<file path="src/rtl/multi_channel_delay_timer_pkg.sv">
// Shared encodings for the multi-channel delay timer: channel modes and FSM states.
package multi_channel_delay_timer_pkg;

    localparam logic [1:0] MODE_ONESHOT  = 2'd0;
    localparam logic [1:0] MODE_RETRIG   = 2'd1;
    localparam logic [1:0] MODE_PERIODIC = 2'd2;
    localparam logic [1:0] MODE_OFF      = 2'd3;

    typedef enum logic {
        IDLE,
        RUN
    } chan_state_e;

endpackage

</file>
<file path="src/rtl/delay_timer_channel.sv">
// One timer channel: trigger edge detect, mode/delay latch, down-counter and expiry pulse.
module delay_timer_channel
    import multi_channel_delay_timer_pkg::*;
#(
    parameter int unsigned CNT_W = 16
) (
    input  logic             clk,
    input  logic             rst_n,
    input  logic             tick,
    input  logic             trigger,
    input  logic             cancel,
    input  logic [1:0]       mode,
    input  logic [CNT_W-1:0] delay,
    output logic             pulse,
    output logic             busy
);

    chan_state_e      state_q, state_d;
    logic [CNT_W-1:0] cnt_q, cnt_d;
    logic [CNT_W-1:0] reload_q, reload_d;
    logic [1:0]       mode_q, mode_d;
    logic             trig_q;
    logic             pulse_q, pulse_d;
    logic             trig_edge;

    always_comb begin
        trig_edge = trigger & ~trig_q;
        state_d   = state_q;
        cnt_d     = cnt_q;
        reload_d  = reload_q;
        mode_d    = mode_q;
        pulse_d   = 1'b0;

        if (cancel) begin
            state_d = IDLE;
            cnt_d   = '0;
        end else begin
            case (state_q)
                IDLE: begin
                    if (trig_edge && (mode != MODE_OFF)) begin
                        state_d  = RUN;
                        // A zero delay behaves like a delay of one tick.
                        reload_d = (delay == '0) ? '0 : delay - CNT_W'(1);
                        cnt_d    = reload_d;
                        mode_d   = mode;
                    end
                end
                RUN: begin
                    if (trig_edge && (mode_q == MODE_RETRIG)) begin
                        cnt_d = reload_q;
                    end else if (tick) begin
                        if (cnt_q != '0) begin
                            cnt_d = cnt_q - CNT_W'(1);
                        end else begin
                            pulse_d = 1'b1;
                            if (mode_q == MODE_PERIODIC) begin
                                cnt_d = reload_q;
                            end else begin
                                state_d = IDLE;
                            end
                        end
                    end
                end
            endcase
        end
    end

    always_ff @(posedge clk or negedge rst_n) begin
        if (!rst_n) begin
            state_q  <= IDLE;
            cnt_q    <= '0;
            reload_q <= '0;
            mode_q   <= MODE_ONESHOT;
            trig_q   <= 1'b0;
            pulse_q  <= 1'b0;
        end else begin
            state_q  <= state_d;
            cnt_q    <= cnt_d;
            reload_q <= reload_d;
            mode_q   <= mode_d;
            trig_q   <= trigger;
            pulse_q  <= pulse_d;
        end
    end

    assign pulse = pulse_q;
    assign busy  = (state_q == RUN);

endmodule

</file>
<file path="src/rtl/multi_channel_delay_timer.sv">
// CHANNELS independent programmable delay timers sharing one free-running tick prescaler.
module multi_channel_delay_timer
    import multi_channel_delay_timer_pkg::*;
#(
    parameter int unsigned CHANNELS = 2,
    parameter int unsigned CNT_W    = 16,
    parameter int unsigned PRESCALE = 1
) (
    input  logic                      clk,
    input  logic                      rst_n,
    input  logic [CHANNELS-1:0]       trigger,
    input  logic [CHANNELS-1:0]       cancel,
    input  logic [2*CHANNELS-1:0]     mode,
    input  logic [CNT_W*CHANNELS-1:0] delay,
    output logic [CHANNELS-1:0]       pulse,
    output logic [CHANNELS-1:0]       busy
);

    localparam int unsigned PRE_W = (PRESCALE > 1) ? $clog2(PRESCALE) : 1;

    logic [PRE_W-1:0] pre_q, pre_d;
    logic             tick;

    // With PRESCALE=1 the counter sits at zero and tick is permanently high.
    always_comb begin
        tick  = (pre_q == PRE_W'(PRESCALE - 1));
        pre_d = tick ? '0 : pre_q + PRE_W'(1);
    end

    always_ff @(posedge clk or negedge rst_n) begin
        if (!rst_n) begin
            pre_q <= '0;
        end else begin
            pre_q <= pre_d;
        end
    end

    for (genvar i = 0; i < CHANNELS; i++) begin : g_chan
        delay_timer_channel #(
            .CNT_W(CNT_W)
        ) u_chan (
            .clk    (clk),
            .rst_n  (rst_n),
            .tick   (tick),
            .trigger(trigger[i]),
            .cancel (cancel[i]),
            .mode   (mode[2*i +: 2]),
            .delay  (delay[CNT_W*i +: CNT_W]),
            .pulse  (pulse[i]),
            .busy   (busy[i])
        );
    end

endmodule
</file>
<file path="config.mk">
export PLATFORM = sky130hd
export DESIGN_NAME = multi_channel_delay_timer
export DESIGN_NICKNAME = d
export VERILOG_FILES = /design/src/rtl/multi_channel_delay_timer_pkg.sv /design/src/rtl/delay_timer_channel.sv /design/src/rtl/multi_channel_delay_timer.sv
export SDC_FILE = /design/constraint.sdc
export NUM_CORES = 1
export LEC_CHECK = 0
export ABC_CLOCK_PERIOD_IN_PS = 4000
export BUFFER_PORTS_ARGS = -buffer_cell sky130_fd_sc_hd__buf_2
export CAP_MARGIN = 20
export CORE_MARGIN = 2
export CORE_UTILIZATION = 55
export DETAILED_ROUTE_END_ITERATION = 10
export MAX_ROUTING_LAYER = met4
export PLACE_DENSITY = 0.82
export SYNTH_ARGS = -nofsm -noshare
export SYNTH_HDL_FRONTEND = slang
export SYNTH_HIERARCHICAL = 1
export SYNTH_SLANG_ARGS = --single-unit
export TNS_END_PERCENT = 10
</file>
<file path="constraint.sdc">
create_clock -name clk -period 4 [get_ports clk]
set_input_delay 0.2 -clock clk [delete_from_list [all_inputs] [get_ports clk]]
set_output_delay 0.2 -clock clk [all_outputs]
set_load 0.03 [all_outputs]
</file>
==> impl_metrics.xml <==
<?xml version="1.0" encoding="UTF-8"?>
<metrics>
  <group name="drt">
    <metric name="vias" unit="">4337</metric>
    <metric name="antenna_left" unit="">0</metric>
    <metric name="route.final.wire_length" unit="microns">12000</metric>
    <metric name="drt-wirelength-per-cell" unit="microns">17.8</metric>
    <metric name="drtPass1Iterations" unit="">5</metric>
    <metric name="post-route-drc-count" unit="">0</metric>
    <metric name="drtIter0Drc" unit="">166</metric>
    <metric name="vias_per_cell" unit="">6.43</metric>
  </group>
  <group name="sta">
    <metric name="timing.final.ws_setup" unit="ns">1.12</metric>
    <metric name="fin_crit_sh" unit="">0.719</metric>
    <metric name="fmaxAchievable" unit="MHz">348</metric>
    <metric name="max-slew-margin-rel" unit="">0.352</metric>
    <metric name="worst_clock_skew" unit="ns">0.0107</metric>
    <metric name="rsz0062_at_grt" unit="">no</metric>
    <metric name="transition_time_at_the_pin_with_the_least_slew_margin" unit="ns">0.970</metric>
    <metric name="setup_violations" unit="">0</metric>
    <metric name="hold-worst-slack" unit="ns">-0.00251</metric>
    <metric name="fin_setup_tns" unit="ns">0</metric>
    <metric name="timing.final.crit_period" unit="ns">2.88</metric>
    <metric name="finalMaxSlewViolations" unit="">0</metric>
    <metric name="timing.final.hold_violations" unit="">3</metric>
  </group>
  <group name="global_route">
    <metric name="groute.usage.overall" unit="">0.271</metric>
    <metric name="global_route_wire_length_before_repair" unit="microns">20600</metric>
    <metric name="first_global_vias" unit="">4346</metric>
    <metric name="largest_net_degree_at_the_start_of_global_routing" unit="">75</metric>
    <metric name="antenna_found_initial" unit="">0</metric>
    <metric name="globalRoute.totalOverflow" unit="">0</metric>
  </group>
  <group name="clock_network">
    <metric name="postCtsResizedCells" unit="">0</metric>
    <metric name="tritoncts_num_sinks" unit="">74</metric>
    <metric name="worst_skew_pair.late_latency" unit="ns">0.35</metric>
    <metric name="cts_tree" unit="">done</metric>
    <metric name="cts_inserted_buffers" unit="">9</metric>
    <metric name="cts_setup_buffers" unit="">0</metric>
    <metric name="clk_pin_slew_worst_paths" unit="ns">0.08</metric>
    <metric name="ctsRootBufferMaster" unit="">clkbuf_8</metric>
    <metric name="cts-root-to-sink-buffers" unit="">2</metric>
    <metric name="htree_num_levels" unit="">3</metric>
  </group>
  <group name="setup_path">
    <metric name="critPathMaxFanout" unit="">14</metric>
    <metric name="critical_path_arrival" unit="ns">3.11</metric>
    <metric name="reg_to_reg_endpoint" unit="">g_chan[1].u_chan/cnt_q[9]</metric>
    <metric name="cp_data_required_time" unit="ns">4.23</metric>
    <metric name="worst_setup_sp_type" unit="">flop</metric>
    <metric name="ff2ff_setup_slack" unit="ns">1.12</metric>
    <metric name="nature_of_the_critical_path_endpoint" unit="">flop</metric>
    <metric name="setup.worst_path.class" unit="">flop to flop</metric>
    <metric name="reg2reg_depth" unit="">7</metric>
    <metric name="regToRegStartpoint" unit="">g_chan[1].u_chan/cnt_q[0]</metric>
  </group>
  <group name="placement">
    <metric name="pre_cts_ws" unit="ns">1.17</metric>
    <metric name="place_congestion" unit="">0.948</metric>
    <metric name="hpwl" unit="microns">8570</metric>
    <metric name="placed_area" unit="sq mm">0.00512</metric>
    <metric name="port-buffer-count" unit="">45</metric>
  </group>
  <group name="synth">
    <metric name="synth_async_sr_flop_share" unit="">1.00</metric>
    <metric name="netlist_area" unit="sq mm">0.00484</metric>
    <metric name="synth_edf_count" unit="">0</metric>
    <metric name="synth-seq-cells" unit="">74</metric>
    <metric name="postSynthAreaPerCell" unit="sq um">9.32</metric>
    <metric name="yosys_warnings" unit="">6</metric>
    <metric name="synth_top_flop_cell" unit="">dfrtp_1</metric>
    <metric name="yosysUniqueCellTypes" unit="">73</metric>
    <metric name="synth-seq-area-share" unit="">0.383</metric>
    <metric name="postSynthCellCount" unit="">519</metric>
  </group>
  <group name="cells_and_area">
    <metric name="diodes" unit="">0</metric>
    <metric name="layout.filler_cells" unit="">723</metric>
    <metric name="final-seq-area" unit="sq mm">0.00185</metric>
    <metric name="total_area_of_multi_input_combinational_cells" unit="sq mm">0.00282</metric>
    <metric name="syn2layout_area_growth" unit="%">11.2</metric>
    <metric name="most_frequent_standard_cell_in_the_layout_excluding_fill_and_tap_cells" unit="">dfrtp_1</metric>
    <metric name="highest_count_cells_in_the_layout_ignoring_fill_and_taps" unit="">74 x dfrtp_1, 46 x nand2_1, 45 x nor2_1, 44 x buf_2, 29 x xnor2_1</metric>
    <metric name="layout-drive-gt1-share" unit="">0.183</metric>
    <metric name="nNetsFinal" unit="">612</metric>
    <metric name="final_cell_area" unit="sq mm">0.00538</metric>
  </group>
  <group name="run_status">
    <metric name="status" unit="">complete, but fails checks</metric>
    <metric name="failed_checks" unit="">negative hold slack</metric>
  </group>
  <group name="floorplan">
    <metric name="floorplan.core_area" unit="sq mm">0.00864</metric>
    <metric name="initial_utilization" unit="">0.560</metric>
    <metric name="boundaryPins" unit="">46</metric>
    <metric name="chipWidth" unit="microns">97.8</metric>
    <metric name="die_h" unit="microns">97.8</metric>
    <metric name="fp.dieArea" unit="sq mm">0.00957</metric>
    <metric name="floorplan.rows" unit="">34</metric>
  </group>
  <group name="worst_hold_path">
    <metric name="timing.hold.worst.class" unit="">input port to asynchronous set/reset pin</metric>
  </group>
  <group name="power">
    <metric name="ir_worst_vdd" unit="uV">191</metric>
    <metric name="leakage" unit="uW">0.00233</metric>
    <metric name="power.density_cell_area" unit="mW/mm^2">426</metric>
  </group>
  <group name="run">
    <metric name="max-cap-violations" unit="">0</metric>
  </group>
</metrics>
cell type report:
cell class / count / share of cell area
multi-input cells: 411 / 0.523
flip-flops and latches: 74 / 0.344
repair buffers: 53 / 0.0581
clock buffers: 11 / 0.0263
well taps: 108 / 0.0251
clock inverters: 5 / 0.0144
inverters: 13 / 0.00907
repair_timing:
action,CTS,global route
setup endpoints to repair,0,0
hold buffers,2,0
hold endpoints to repair,2,0
registers in the layout, indices dropped and copies added, names as in the netlist:
register	count
g_chan.u_chan/busy	2
g_chan.u_chan/mode_q	4
g_chan.u_chan/pulse	2
g_chan.u_chan/reload_q	32
g_chan.u_chan/trig_q	2
g_chan.u_chan/cnt_q	32
per-stage QoR:
step           instances  total power, uW  utilization
6_report             675             2290        0.623
5_1_grt              675             2430        0.623
4_1_cts              674             2300        0.620
3_5_place_dp         656             1640        0.592
3_3_place_gp         656             1610        0.592
2_1_floorplan        522             1480            -
worst max-delay path by stage:
stage                              startpoint                   endpoint  slack, ns  cells past startpoint
detailed placement  g_chan[1].u_chan/cnt_q[0]  g_chan[1].u_chan/cnt_q[9]       1.17                      7
floorplan           g_chan[1].u_chan/cnt_q[0]  g_chan[1].u_chan/cnt_q[1]       1.61                      8
CTS                 g_chan[1].u_chan/cnt_q[0]  g_chan[1].u_chan/cnt_q[9]       1.15                      7
global route        g_chan[1].u_chan/cnt_q[0]  g_chan[1].u_chan/cnt_q[9]       0.95                      7
global placement    g_chan[1].u_chan/cnt_q[0]  g_chan[1].u_chan/cnt_q[9]       1.27                      7
finish              g_chan[1].u_chan/cnt_q[0]  g_chan[1].u_chan/cnt_q[9]       1.12                      7
Yosys cell counts, drive strengths merged (4+ instances only):
| cell type | instances | area share |
|---|---|---|
| a211oi | 9 | 0.021 |
| a21o | 17 | 0.026 |
| a21oi | 28 | 0.035 |
| a221o | 12 | 0.025 |
| a31oi | 4 | 0.0052 |
| and3 | 4 | 0.0052 |
| buf | 13 | 0.021 |
| clkbuf | 11 | 0.0085 |
| dfrtp | 74 | 0.38 |
| ha | 8 | 0.021 |
| inv | 13 | 0.010 |
| mux2 | 10 | 0.023 |
| nand2 | 46 | 0.036 |
| nand3 | 12 | 0.012 |
| nand3b | 4 | 0.0062 |
| nand4 | 5 | 0.0065 |
| nor2 | 47 | 0.037 |
| nor2b | 5 | 0.0070 |
| nor3 | 18 | 0.020 |
| nor3b | 4 | 0.0062 |
| nor4 | 13 | 0.020 |
| nor4b | 4 | 0.0085 |
| o21ai | 29 | 0.030 |
| o22a | 8 | 0.014 |
| o31ai | 11 | 0.017 |
| o41ai | 4 | 0.0072 |
| or3 | 6 | 0.0078 |
| or4 | 11 | 0.019 |
| xnor2 | 29 | 0.052 |
| xor2 | 13 | 0.024 |
metal layers:
layer | GRT usage | share of wire | vias to the layer above
met5 | - | 0 | -
met4 | 0.121 | 0.029 | 0
met3 | 0.0530 | 0.053 | 38
met2 | 0.451 | 0.51 | 156
met1 | 0.320 | 0.41 | 2112
li1 | - | - | 2031
where the power goes:
part,internal [uW],leakage (uW),switching (uW)
Sequential,867,0.000941,112
Combinational,299,0.00128,369
Clock,367,0.000109,279
cell families (layout without fill, tap and decap cells):
kind of cell,after synthesis,count (layout),share of synthesized area
flops,74,74,0.383
fa+ha+maj,8,8,0.0207
other cells,1,4,0.000775
compound gates,148,148,0.229
buf+inv,37,82,0.0393
simple gates,197,197,0.224
xor+xnor,42,42,0.0760
mux,12,12,0.0274
critical path: stages (launching register included):
cell and delay (ns):
dfrtp_1 0.44, inv_1 0.11, ha_1 0.15, or4b_1 0.51
nor4_4 0.38, a311oi_1 0.22, nor2_2 0.55, mux2_2 0.41
No activity file was read; power rests on OpenSTA's default activity.
